File: config.mk
export PLATFORM = sky130hd
export DESIGN_NAME = t02_load_store_unit
export DESIGN_NICKNAME = d
export VERILOG_FILES = /design/src/rtl/t02_pkg.sv /design/src/rtl/t02_load_align.sv /design/src/rtl/t02_load_store_unit.sv
export SDC_FILE = /design/constraint.sdc
export NUM_CORES = 1
export LEC_CHECK = 0
export ABC_CLOCK_PERIOD_IN_PS = 3600
export CAP_MARGIN = 25
export CORE_ASPECT_RATIO = 1.4
export CORE_MARGIN = 3
export CORE_UTILIZATION = 35
export CTS_CLUSTER_DIAMETER = 30
export DETAILED_ROUTE_END_ITERATION = 8
export GPL_TIMING_DRIVEN = 0
export HOLD_SLACK_MARGIN = 0.08
export PLACE_DENSITY_LB_ADDON = 0.12
export SYNTH_ARGS = -nofsm -noshare
export SYNTH_HDL_FRONTEND = slang
export SYNTH_HIERARCHICAL = 1
export SYNTH_SLANG_ARGS = --single-unit
File: constraint.sdc
create_clock -name clk -period 3.6 [get_ports clk]
set_input_delay 0.9 -clock clk [delete_from_list [all_inputs] [get_ports clk]]
set_output_delay 0.9 -clock clk [all_outputs]
set_load 0.05 [all_outputs]
File: src/rtl/t02_pkg.sv
// Shared types and encodings for the t02 load/store unit.
// Latency: n/a (declarations only).
// Backpressure: n/a.
package t02_pkg;

   typedef enum logic [1:0] {
      IDLE = 2'd0,
      BUS  = 2'd1,
      DONE = 2'd2
   } lsu_state_t;

   localparam logic [2:0] F3_B  = 3'b000;
   localparam logic [2:0] F3_H  = 3'b001;
   localparam logic [2:0] F3_W  = 3'b010;
   localparam logic [2:0] F3_BU = 3'b100;
   localparam logic [2:0] F3_HU = 3'b101;

   // True when the access cannot be issued: unsupported funct3 or an
   // address that is not naturally aligned for the access size.
   function automatic logic access_bad(input logic       is_load,
                                       input logic [2:0] f3,
                                       input logic [1:0] off);
      logic illegal;
      logic misaligned;
      if (is_load)
         illegal = (f3 == 3'b011) || (f3 == 3'b110) || (f3 == 3'b111);
      else
         illegal = f3[2] || (f3 == 3'b011);
      misaligned = ((f3[1:0] == 2'b01) && off[0]) ||
                   ((f3[1:0] == 2'b10) && (off != 2'b00));
      return illegal || misaligned;
   endfunction

endpackage

File: src/rtl/t02_load_align.sv
// Extracts and sign/zero-extends the addressed byte/half/word of a bus read word.
// Latency: combinational.
// Backpressure: none; pure function of its inputs.
module t02_load_align
   import t02_pkg::*;
(
   input  logic [31:0] rdata_i,
   input  logic [1:0]  offset_i,
   input  logic [2:0]  funct3_i,
   output logic [31:0] data_o
);

   logic [7:0]  byte_v;
   logic [15:0] half_v;

   // Lane select by byte offset, then extend according to funct3.
   always_comb begin
      byte_v = rdata_i[8*offset_i +: 8];
      half_v = offset_i[1] ? rdata_i[31:16] : rdata_i[15:0];
      case (funct3_i)
         F3_B:    data_o = {{24{byte_v[7]}}, byte_v};
         F3_H:    data_o = {{16{half_v[15]}}, half_v};
         F3_BU:   data_o = {24'd0, byte_v};
         F3_HU:   data_o = {16'd0, half_v};
         default: data_o = rdata_i;
      endcase
   end

endmodule

File: src/rtl/t02_load_store_unit.sv
// Memory stage: issues one request/ack bus access per load/store, writes load data back.
// Latency: IDLE -> BUS (>=1 cycle, until ack or timeout) -> DONE; 3 cycles on a zero-wait bus.
// Backpressure: stall is held from the accepting IDLE cycle through the last BUS cycle.
module t02_load_store_unit
   import t02_pkg::*;
#(
   parameter int unsigned TIMEOUT_CYCLES = 255
)
(
   input  logic        clk,
   input  logic        nRST,
   input  logic        load,
   input  logic        store,
   input  logic [2:0]  funct3,
   input  logic [31:0] addr,
   input  logic [31:0] store_data,
   input  logic [4:0]  rd,
   input  logic        bus_ack,
   input  logic [31:0] bus_rdata,
   output logic        bus_read,
   output logic        bus_write,
   output logic [31:0] bus_addr,
   output logic [31:0] bus_wdata,
   output logic [3:0]  bus_sel,
   output logic        stall,
   output logic        rf_write,
   output logic [4:0]  rf_index,
   output logic [31:0] rf_data,
   output logic        lsu_fault
);

   localparam logic [7:0] CNT_LAST = 8'(TIMEOUT_CYCLES - 1);

   lsu_state_t  state_q;
   logic [7:0]  cnt_q;
   logic [31:0] addr_q;
   logic [31:0] sdata_q;
   logic [2:0]  f3_q;
   logic [4:0]  rd_q;
   logic        is_load_q;
   logic        abort_q;
   logic [31:0] ldata_q;

   logic        req;
   logic        bad;
   logic        take;
   logic [31:0] ldata_d;
   logic [3:0]  sel_v;
   logic [31:0] wdata_v;
   logic        in_idle;
   logic        in_bus;
   logic        in_done;

   // A simultaneous load+store is resolved as a load.
   assign req  = load | store;
   assign bad  = access_bad(load, funct3, addr[1:0]);
   assign take = req & ~bad;

   assign in_idle = (state_q == IDLE);
   assign in_bus  = (state_q == BUS);
   assign in_done = (state_q == DONE);

   t02_load_align u_align (
      .rdata_i  (bus_rdata),
      .offset_i (addr_q[1:0]),
      .funct3_i (f3_q),
      .data_o   (ldata_d)
   );

   // Access FSM: capture in IDLE, wait for ack or timeout in BUS, one-cycle DONE.
   always_ff @(posedge clk or negedge nRST) begin
      if (!nRST) begin
         state_q   <= IDLE;
         cnt_q     <= 8'd0;
         addr_q    <= 32'd0;
         sdata_q   <= 32'd0;
         f3_q      <= 3'd0;
         rd_q      <= 5'd0;
         is_load_q <= 1'b0;
         abort_q   <= 1'b0;
         ldata_q   <= 32'd0;
      end else begin
         case (state_q)
            IDLE: begin
               if (take) begin
                  addr_q    <= addr;
                  sdata_q   <= store_data;
                  f3_q      <= funct3;
                  rd_q      <= rd;
                  is_load_q <= load;
                  abort_q   <= 1'b0;
                  cnt_q     <= 8'd0;
                  state_q   <= BUS;
               end
            end
            BUS: begin
               // An ack in the expiry cycle still wins over the abort.
               if (bus_ack) begin
                  if (is_load_q)
                     ldata_q <= ldata_d;
                  state_q <= DONE;
               end else if (cnt_q == CNT_LAST) begin
                  abort_q <= 1'b1;
                  state_q <= DONE;
               end else begin
                  cnt_q <= cnt_q + 8'd1;
               end
            end
            DONE:    state_q <= IDLE;
            default: state_q <= IDLE;
         endcase
      end
   end

   // Store lane steering from the captured access; loads read the full word.
   always_comb begin
      sel_v   = 4'b1111;
      wdata_v = 32'd0;
      if (!is_load_q) begin
         case (f3_q[1:0])
            2'b00: begin
               sel_v   = 4'b0001 << addr_q[1:0];
               wdata_v = {4{sdata_q[7:0]}};
            end
            2'b01: begin
               sel_v   = addr_q[1] ? 4'b1100 : 4'b0011;
               wdata_v = {2{sdata_q[15:0]}};
            end
            default: begin
               sel_v   = 4'b1111;
               wdata_v = sdata_q;
            end
         endcase
      end
   end

   // Bus signals only during BUS; IDLE-cycle responses are gated so reset forces all zero.
   always_comb begin
      bus_read  = in_bus & is_load_q;
      bus_write = in_bus & ~is_load_q;
      bus_addr  = in_bus ? {addr_q[31:2], 2'b00} : 32'd0;
      bus_sel   = in_bus ? sel_v : 4'd0;
      bus_wdata = in_bus ? wdata_v : 32'd0;
      stall     = nRST & ((in_idle & take) | in_bus);
      lsu_fault = nRST & ((in_idle & req & bad) | (in_done & abort_q));
      rf_write  = in_done & ~abort_q & is_load_q & (rd_q != 5'd0);
      rf_index  = rf_write ? rd_q : 5'd0;
      rf_data   = rf_write ? ldata_q : 32'd0;
   end

endmodule

==> summary.md, run 1 <==
| Metric | Value |
|---|---|
| Post-synth top area cell | `dfrtp_1` |
| Global-route wire length before repair | `30.7 mm` |
| Ys async rst share | `1.00` |
| EDFF count, synth | `0` |
| Total track usage | `0.200` |
| Mapped cell area | `6360 sq um` |
| Crit path max-delay family | `simple AND/OR/NAND/NOR gates` |
| Final setup violation count | `0` |
| Critical path start-end classification | `in -> out` |
| CTS HTree Levels | `4` |
| Maximum number of pins on one net before global-route repair | `85` |
| CP cell instances | `clkdlybuf4s50_1, nor2_1, or3_1, or2_2, a21boi_1, buf_4` |
| HPWL Detailed | `14.9 mm` |
| Starting density of the core | `0.361` |
| Number of fill cells | `1,633` |
| Area of the core | `17,600 sq um` |
| Die footprint | `19,900 sq um` |
| Synth top area cells | `dfrtp_1 46%, mux2_2 19%, and2_1 7.7%` |
| Worst path buffer plus inverter count | `2` |
| Seq cells post-synth | `116` |
| Clk_lat worst skew | `0.41 ns` |
| Number of antenna diodes | `0` |
| Chip Width | `120 um` |
| Most common cell after layout, fill and taps aside | `clkdlybuf4s50_1` |
| Worst Hold Class | `in -> async` |
| Post-Layout Cell Count | `1,076` |
| Clock slew at reported path FFs | `0.05 ns` |
| Die Ht | `166 um` |
| Nets@finish | `938` |
| Leakage power | `0.00435 uW` |
| Share of the synthesized area in the top cell type | `0.456` |
| Initial antenna violation count | `0` |
| MaxCap Viol Count | `0` |
| Routed WL per cell | `18.1 um` |
| Vias/cell | `4.95` |
| Synth-to-layout area growth | `48.8%` |
| Final worst path period share | `0.967` |
| Cts hold-fix bufs | `0` |
| Gr ovfl total | `0` |
| Final instance area | `9470 sq um` |
| Req. time, crit path | `2.70 ns` |
| Status | `finished, final reports clean` |
| Clock buffer depth | `2` |
| Port-buffer cells | `216` |
| Worst vdd ir | `406 uV` |
| Sequential cell area fraction in the yosys report | `0.456` |
| Crit-path max FO | `5` |
| Vias in the first global route | `5,730` |
| Setup Skew | `0.00477 ns` |
| CTS root buf | `clkbuf_16` |
| Min Tclk post-route | `3.48 ns` |
| Clk sink count | `116` |
| CTS Buf Count | `17` |
| Slowest CP cell | `clkdlybuf4s50_1` |
| Synthesis Warnings | `6` |
| Max Fclk | `287 MHz` |
| RSZ-0062 raised after global routing | `false` |
| 1st-iter DRT viols | `226` |
| Placed Area | `8850 sq um` |
| PwrDens | `815 nW/um^2` |
| CP peak stage delay | `0.50 ns` |
| WL final | `19.5 mm` |
| IO Pins | `219` |
| Commonest register cell after synthesis | `dfrtp_1` |
| Arrival time at the worst endpoint | `2.58 ns` |
| Mapped Cells | `590` |
| Synth unique cells | `51` |
| Final Max Slew Viols | `0` |
| Share of cells above drive strength 1 | `0.219` |
| Post-synthesis area per instance | `10.8 sq um` |
| Dpl cells | `1,044` |
| Final core occ | `0.538` |
| Slew @ Worst Pin | `0.578 ns` |
| Drt pass-1 iters | `4` |
| Row cnt | `57` |
| CP Capture Type | `primary output` |
| Total Power | `7720 uW` |
| Leading cell types in the layout, fill and taps excluded | `147 x clkdlybuf4s50_1, 116 x dfrtp_1, 106 x mux2_2` |
| Total number of vias | `5,329` |
| Final Hold Fails | `0` |
| CTS tree | `yes` |
| Worst rel slew slack | `0.610` |
| Post-CTS sizing | `86` |
| GP Congestion | `0.845` |
| Residual DRC | `0` |
| Antenna Nets Post-Route | `0` |
| Setup crit start kind | `input pin` |
| Setup bufs post-CTS | `0` |
cell type report:
class                   count  area, sq um  share of cell area
flip-flops and latches    116         2900               0.307
clock buffers              25          526              0.0555
repair buffers            217         2150               0.227
plain buffers              40          226              0.0239
clock inverters             7          116              0.0123
well taps                 236          295              0.0312
inverters                   7         26.3             0.00277
multi-input cells         428         3230               0.341
worst paths after layout:
path	from	to	slack, ns	depth (start not counted)
min	nRST	cnt_q[7]	0.38	1
max reg2reg	addr_q[1]	ldata_q[31]	1.47	6
max in group asynchronous	nRST	sdata_q[12]	2.48	2
max	load	stall	0.12	6
min in group clk	ldata_q[23]	ldata_q[23]	0.49	1
min reg2reg	ldata_q[23]	ldata_q[23]	0.49	1
registers in the layout, summed over array words and instances, names as in the netlist:
register   cells
state_q        2
abort_q        1
sdata_q       32
f3_q           3
addr_q        32
cnt_q          8
rd_q           5
is_load_q      1
ldata_q       32
worst reg2reg max path, delay by kind of cell (launching register included):
kind / cells / cell delay (ns)
multiplexers: 2 / 0.64
buffers and inverters: 2 / 0.48
flip-flops: 1 / 0.46
AND/OR/NAND/NOR: 2 / 0.42
cell families after synthesis:
kind of cell / after synthesis / synth area share
buffers and inverters: 47 / 0.0389
and+or+nand+nor: 207 / 0.178
DFF: 116 / 0.456
AOI/OAI and AO/OA: 75 / 0.0767
xor gates and xnor gates: 5 / 0.00688
adders and majority gates: 2 / 0.00393
other: 1 / 0.000589
muxes: 137 / 0.238
layer usage:
metal | vias to the layer above | part of all wire | global-route usage
met1 | 2602 | 0.38 | 0.219
met3 | 36 | 0.074 | 0.0695
met2 | 181 | 0.52 | 0.357
li1 | 2510 | - | -
met4 | 0 | 0.029 | 0.0787
met5 | - | 0 | 0
power breakdown:
| group | switching (uW) | total (uW) | internal [uW] |
|---|---|---|---|
| combinational | 2060 | 3580 | 1520 |
| clock | 595 | 1810 | 1220 |
| sequential | 413 | 2330 | 1920 |
synth_stat cells (all sizes together), types with 2 or more instances:
cell type    n
a21o         2
a21oi       29
a22oi        2
and2        78
and3         3
buf         21
clkbuf      19
dfrtp      116
ha           2
inv          7
mux2       106
mux2i       30
nand2       36
nand2b       4
nand3       20
nand3b       9
nor2        35
nor2b        7
nor3         3
nor3b        2
o211ai       8
o21ai       16
o21bai       3
o22a         8
xnor2        2
xor2         3
stage by stage:
| stage | worst slack (ns) | hold WS (ns) | setup TNS, ns |
|---|---|---|---|
| global route | 0.000508 | 0.391 | 0 |
| CTS | 0.00530 | 0.381 | 0 |
| finish | 0.119 | 0.384 | 0 |
| detailed placement | -0.575 | 0.487 | -0.867 |
| floorplan | 0.145 | 0.465 | 0 |
| global placement | -4.03 | 0.481 | -372.45 |
Note: power is estimated with default switching activity, not from simulation.
==> inputs of run 2 (changes only) <==
--- a/config.mk
+++ b/config.mk
@@ -10,6 +10,7 @@
 export CORE_ASPECT_RATIO = 1.4
 export CORE_MARGIN = 3
 export CORE_UTILIZATION = 35
+export CTS_BUF_LIST = sky130_fd_sc_hd__clkbuf_4 sky130_fd_sc_hd__clkbuf_8 sky130_fd_sc_hd__clkbuf_16
 export CTS_CLUSTER_DIAMETER = 30
 export DETAILED_ROUTE_END_ITERATION = 8
 export GPL_TIMING_DRIVEN = 0
==> run 2 against run 1 <==
Global-route usage is the same. First-iteration DRC count unchanged. Power about the same.
==> summary.md, run 2 (same netlist as run 1, synthesis figures left out) <==
| Metric | Value |
|---|---|
| Maximum number of pins on one net before global-route repair | `85 (unchanged)` |
| Crit path max-delay family | `simple AND/OR/NAND/NOR gates` |
| Final hold slack | `0.384 ns (unchanged)` |
| Arrival time at the worst endpoint | `2.58 ns (about the same)` |
| Worst vdd ir | `406 uV (unchanged)` |
| CTS tree | `yes` |
| Setup bufs post-CTS | `0 (unchanged)` |
| Clock buffer depth | `2 (unchanged)` |
| Worst Hold Class | `in -> async` |
| Area of the core | `17,600 sq um (unchanged)` |
| Slew @ Worst Pin | `0.578 ns (unchanged)` |
| Final Max Slew Viols | `0 (unchanged)` |
| Final worst path period share | `0.967 (unchanged)` |
| Share of cells above drive strength 1 | `0.220 (+0.00119)` |
| Clk sink count | `116 (unchanged)` |
| Residual DRC | `0 (unchanged)` |
| Die footprint | `19,900 sq um (unchanged)` |
| CTS root buf | `clkbuf_16` |
| Number of antenna diodes | `0 (unchanged)` |
| Total number of vias | `5,336 (+0.13%)` |
| Largest registers | `addr_q: 32 flops, ldata_q: 32 flops, sdata_q: 32 flops` |
| Nets@finish | `938 (unchanged)` |
| Synth-to-layout area growth | `48.9% (about the same)` |
| Final instance area | `9470 sq um (about the same)` |
| Reg2Reg Setup Slack | `1.47 ns (about the same)` |
| HPWL Detailed | `14.9 mm (unchanged)` |
| Post-Layout Cell Count | `1,076 (unchanged)` |
| Setup crit start kind | `input pin` |
| Max Fclk | `287 MHz (unchanged)` |
| Number of fill cells | `1,632 (-0.061%)` |
| Slowest CP cell | `clkdlybuf4s50_1` |
| CTS Buf Count | `17 (unchanged)` |
| Final setup violation count | `0 (unchanged)` |
| Routed WL per cell | `18.1 um (about the same)` |
| Crit-path max FO | `5 (unchanged)` |
| Worst rel slew slack | `0.610 (unchanged)` |
| WL final | `19.5 mm (about the same)` |
| Starting density of the core | `0.361 (unchanged)` |
| Cts hold-fix bufs | `0 (unchanged)` |
| IO Pins | `219 (unchanged)` |
| Most common cell after layout, fill and taps aside | `clkdlybuf4s50_1` |
| Reg2reg end | `ldata_q[31]` |
| CTS HTree Levels | `4 (unchanged)` |
| Final Hold Fails | `0 (unchanged)` |
| Vias in the first global route | `5,730 (unchanged)` |
| Gr ovfl total | `0 (unchanged)` |
| MaxCap Viol Count | `0 (unchanged)` |
| CP Capture Type | `primary output` |
| GP Congestion | `0.845 (unchanged)` |
| Leading cell types in the layout, fill and taps excluded | `147 x clkdlybuf4s50_1, 116 x dfrtp_1, 106 x mux2_2` |
| Critical path start-end classification | `in -> out` |
| Status | `finished, final reports clean` |
| Vias/cell | `4.96 (+0.13%)` |
| Req. time, crit path | `2.70 ns (about the same)` |
| Reg2Reg Depth | `6 (unchanged)` |
| Min Tclk post-route | `3.48 ns (unchanged)` |
| Port-buffer cells | `216 (unchanged)` |
| Origin of the critical flop-to-flop path | `addr_q[1]` |
| Placed Area | `8850 sq um (unchanged)` |
| CP cell instances | `clkdlybuf4s50_1, nor2_1, or3_1, or2_2, a21boi_1, buf_4` |
| Worst path buffer plus inverter count | `2 (unchanged)` |
| 1st-iter DRT viols | `226 (unchanged)` |
| Initial antenna violation count | `0 (unchanged)` |
| Die Ht | `166 um (unchanged)` |
| RSZ-0062 raised after global routing | `false` |
| Total track usage | `0.200 (unchanged)` |
| Leakage power | `0.00435 uW (about the same)` |
| Chip Width | `120 um (unchanged)` |
| CP peak stage delay | `0.50 ns (about the same)` |
| Dpl cells | `1,044 (unchanged)` |
| Setup Skew | `0.00477 ns (unchanged)` |
| PwrDens | `816 nW/um^2 (about the same)` |
| Global-route wire length before repair | `30.7 mm (unchanged)` |
| Clock slew at reported path FFs | `0.05 ns (about the same)` |
| Drt pass-1 iters | `4 (unchanged)` |
| Antenna Nets Post-Route | `0 (unchanged)` |
| Clk_lat worst skew | `0.41 ns (about the same)` |
| Setup Slack @ Placement | `-0.575 ns (unchanged)` |
| Row cnt | `57 (unchanged)` |
| Final WS setup | `0.119 ns (unchanged)` |
| Total Power | `7730 uW (about the same)` |
==> run 2: power by group <==
part,internal (uW),total [uW],switching [uW]
clock,1220,1820,596
combinational,1520,3580,2060
sequential,1920,2330,413
==> run 2: worst max path at each step <==
stage,from,slack (ns),depth (start not counted),to
6_report,load,0.12,6,stall
5_1_grt,state_q[1],0.0005,4,bus_addr[3]
4_1_cts,funct3[2],0.005,6,stall
3_5_place_dp,funct3[0],-0.57,6,stall
3_3_place_gp,nRST,-4.03,3,stall
2_1_floorplan,load,0.14,4,lsu_fault
==> run 2: through the flow <==
step	setup TNS [ns]	util
6_report	0	0.538
5_1_grt	0	0.538
4_1_cts	0	0.536
3_5_place_dp	-0.867	0.503
3_3_place_gp	-372.45	0.501
2_1_floorplan	0	-
==> run 2: final cells by class <==
cell class                 instances  area [sq um]  area share
tap                              236           295      0.0312
clock buffer                      25           529      0.0559
timing repair buffer             217          2150       0.227
clock inverter                     7           116      0.0123
multi-input combinational        428          3230       0.340
buffer                            40           226      0.0239
sequential                       116          2900       0.306
inverter                           7          26.3     0.00277
==> run 2: timing repair <==
action	CTS	global route
setup endpoints to repair	64	16
pin swaps	0	0
cloned	0	0
gates resized for setup	86	18
==> run 2: layer usage <==
metal,vias to the layer above,share of wire,track usage
met5,-,0,0
met4,0,0.029,0.0787
met3,36,0.074,0.0695
met2,183,0.52,0.357
met1,2607,0.38,0.219
li1,2510,-,-
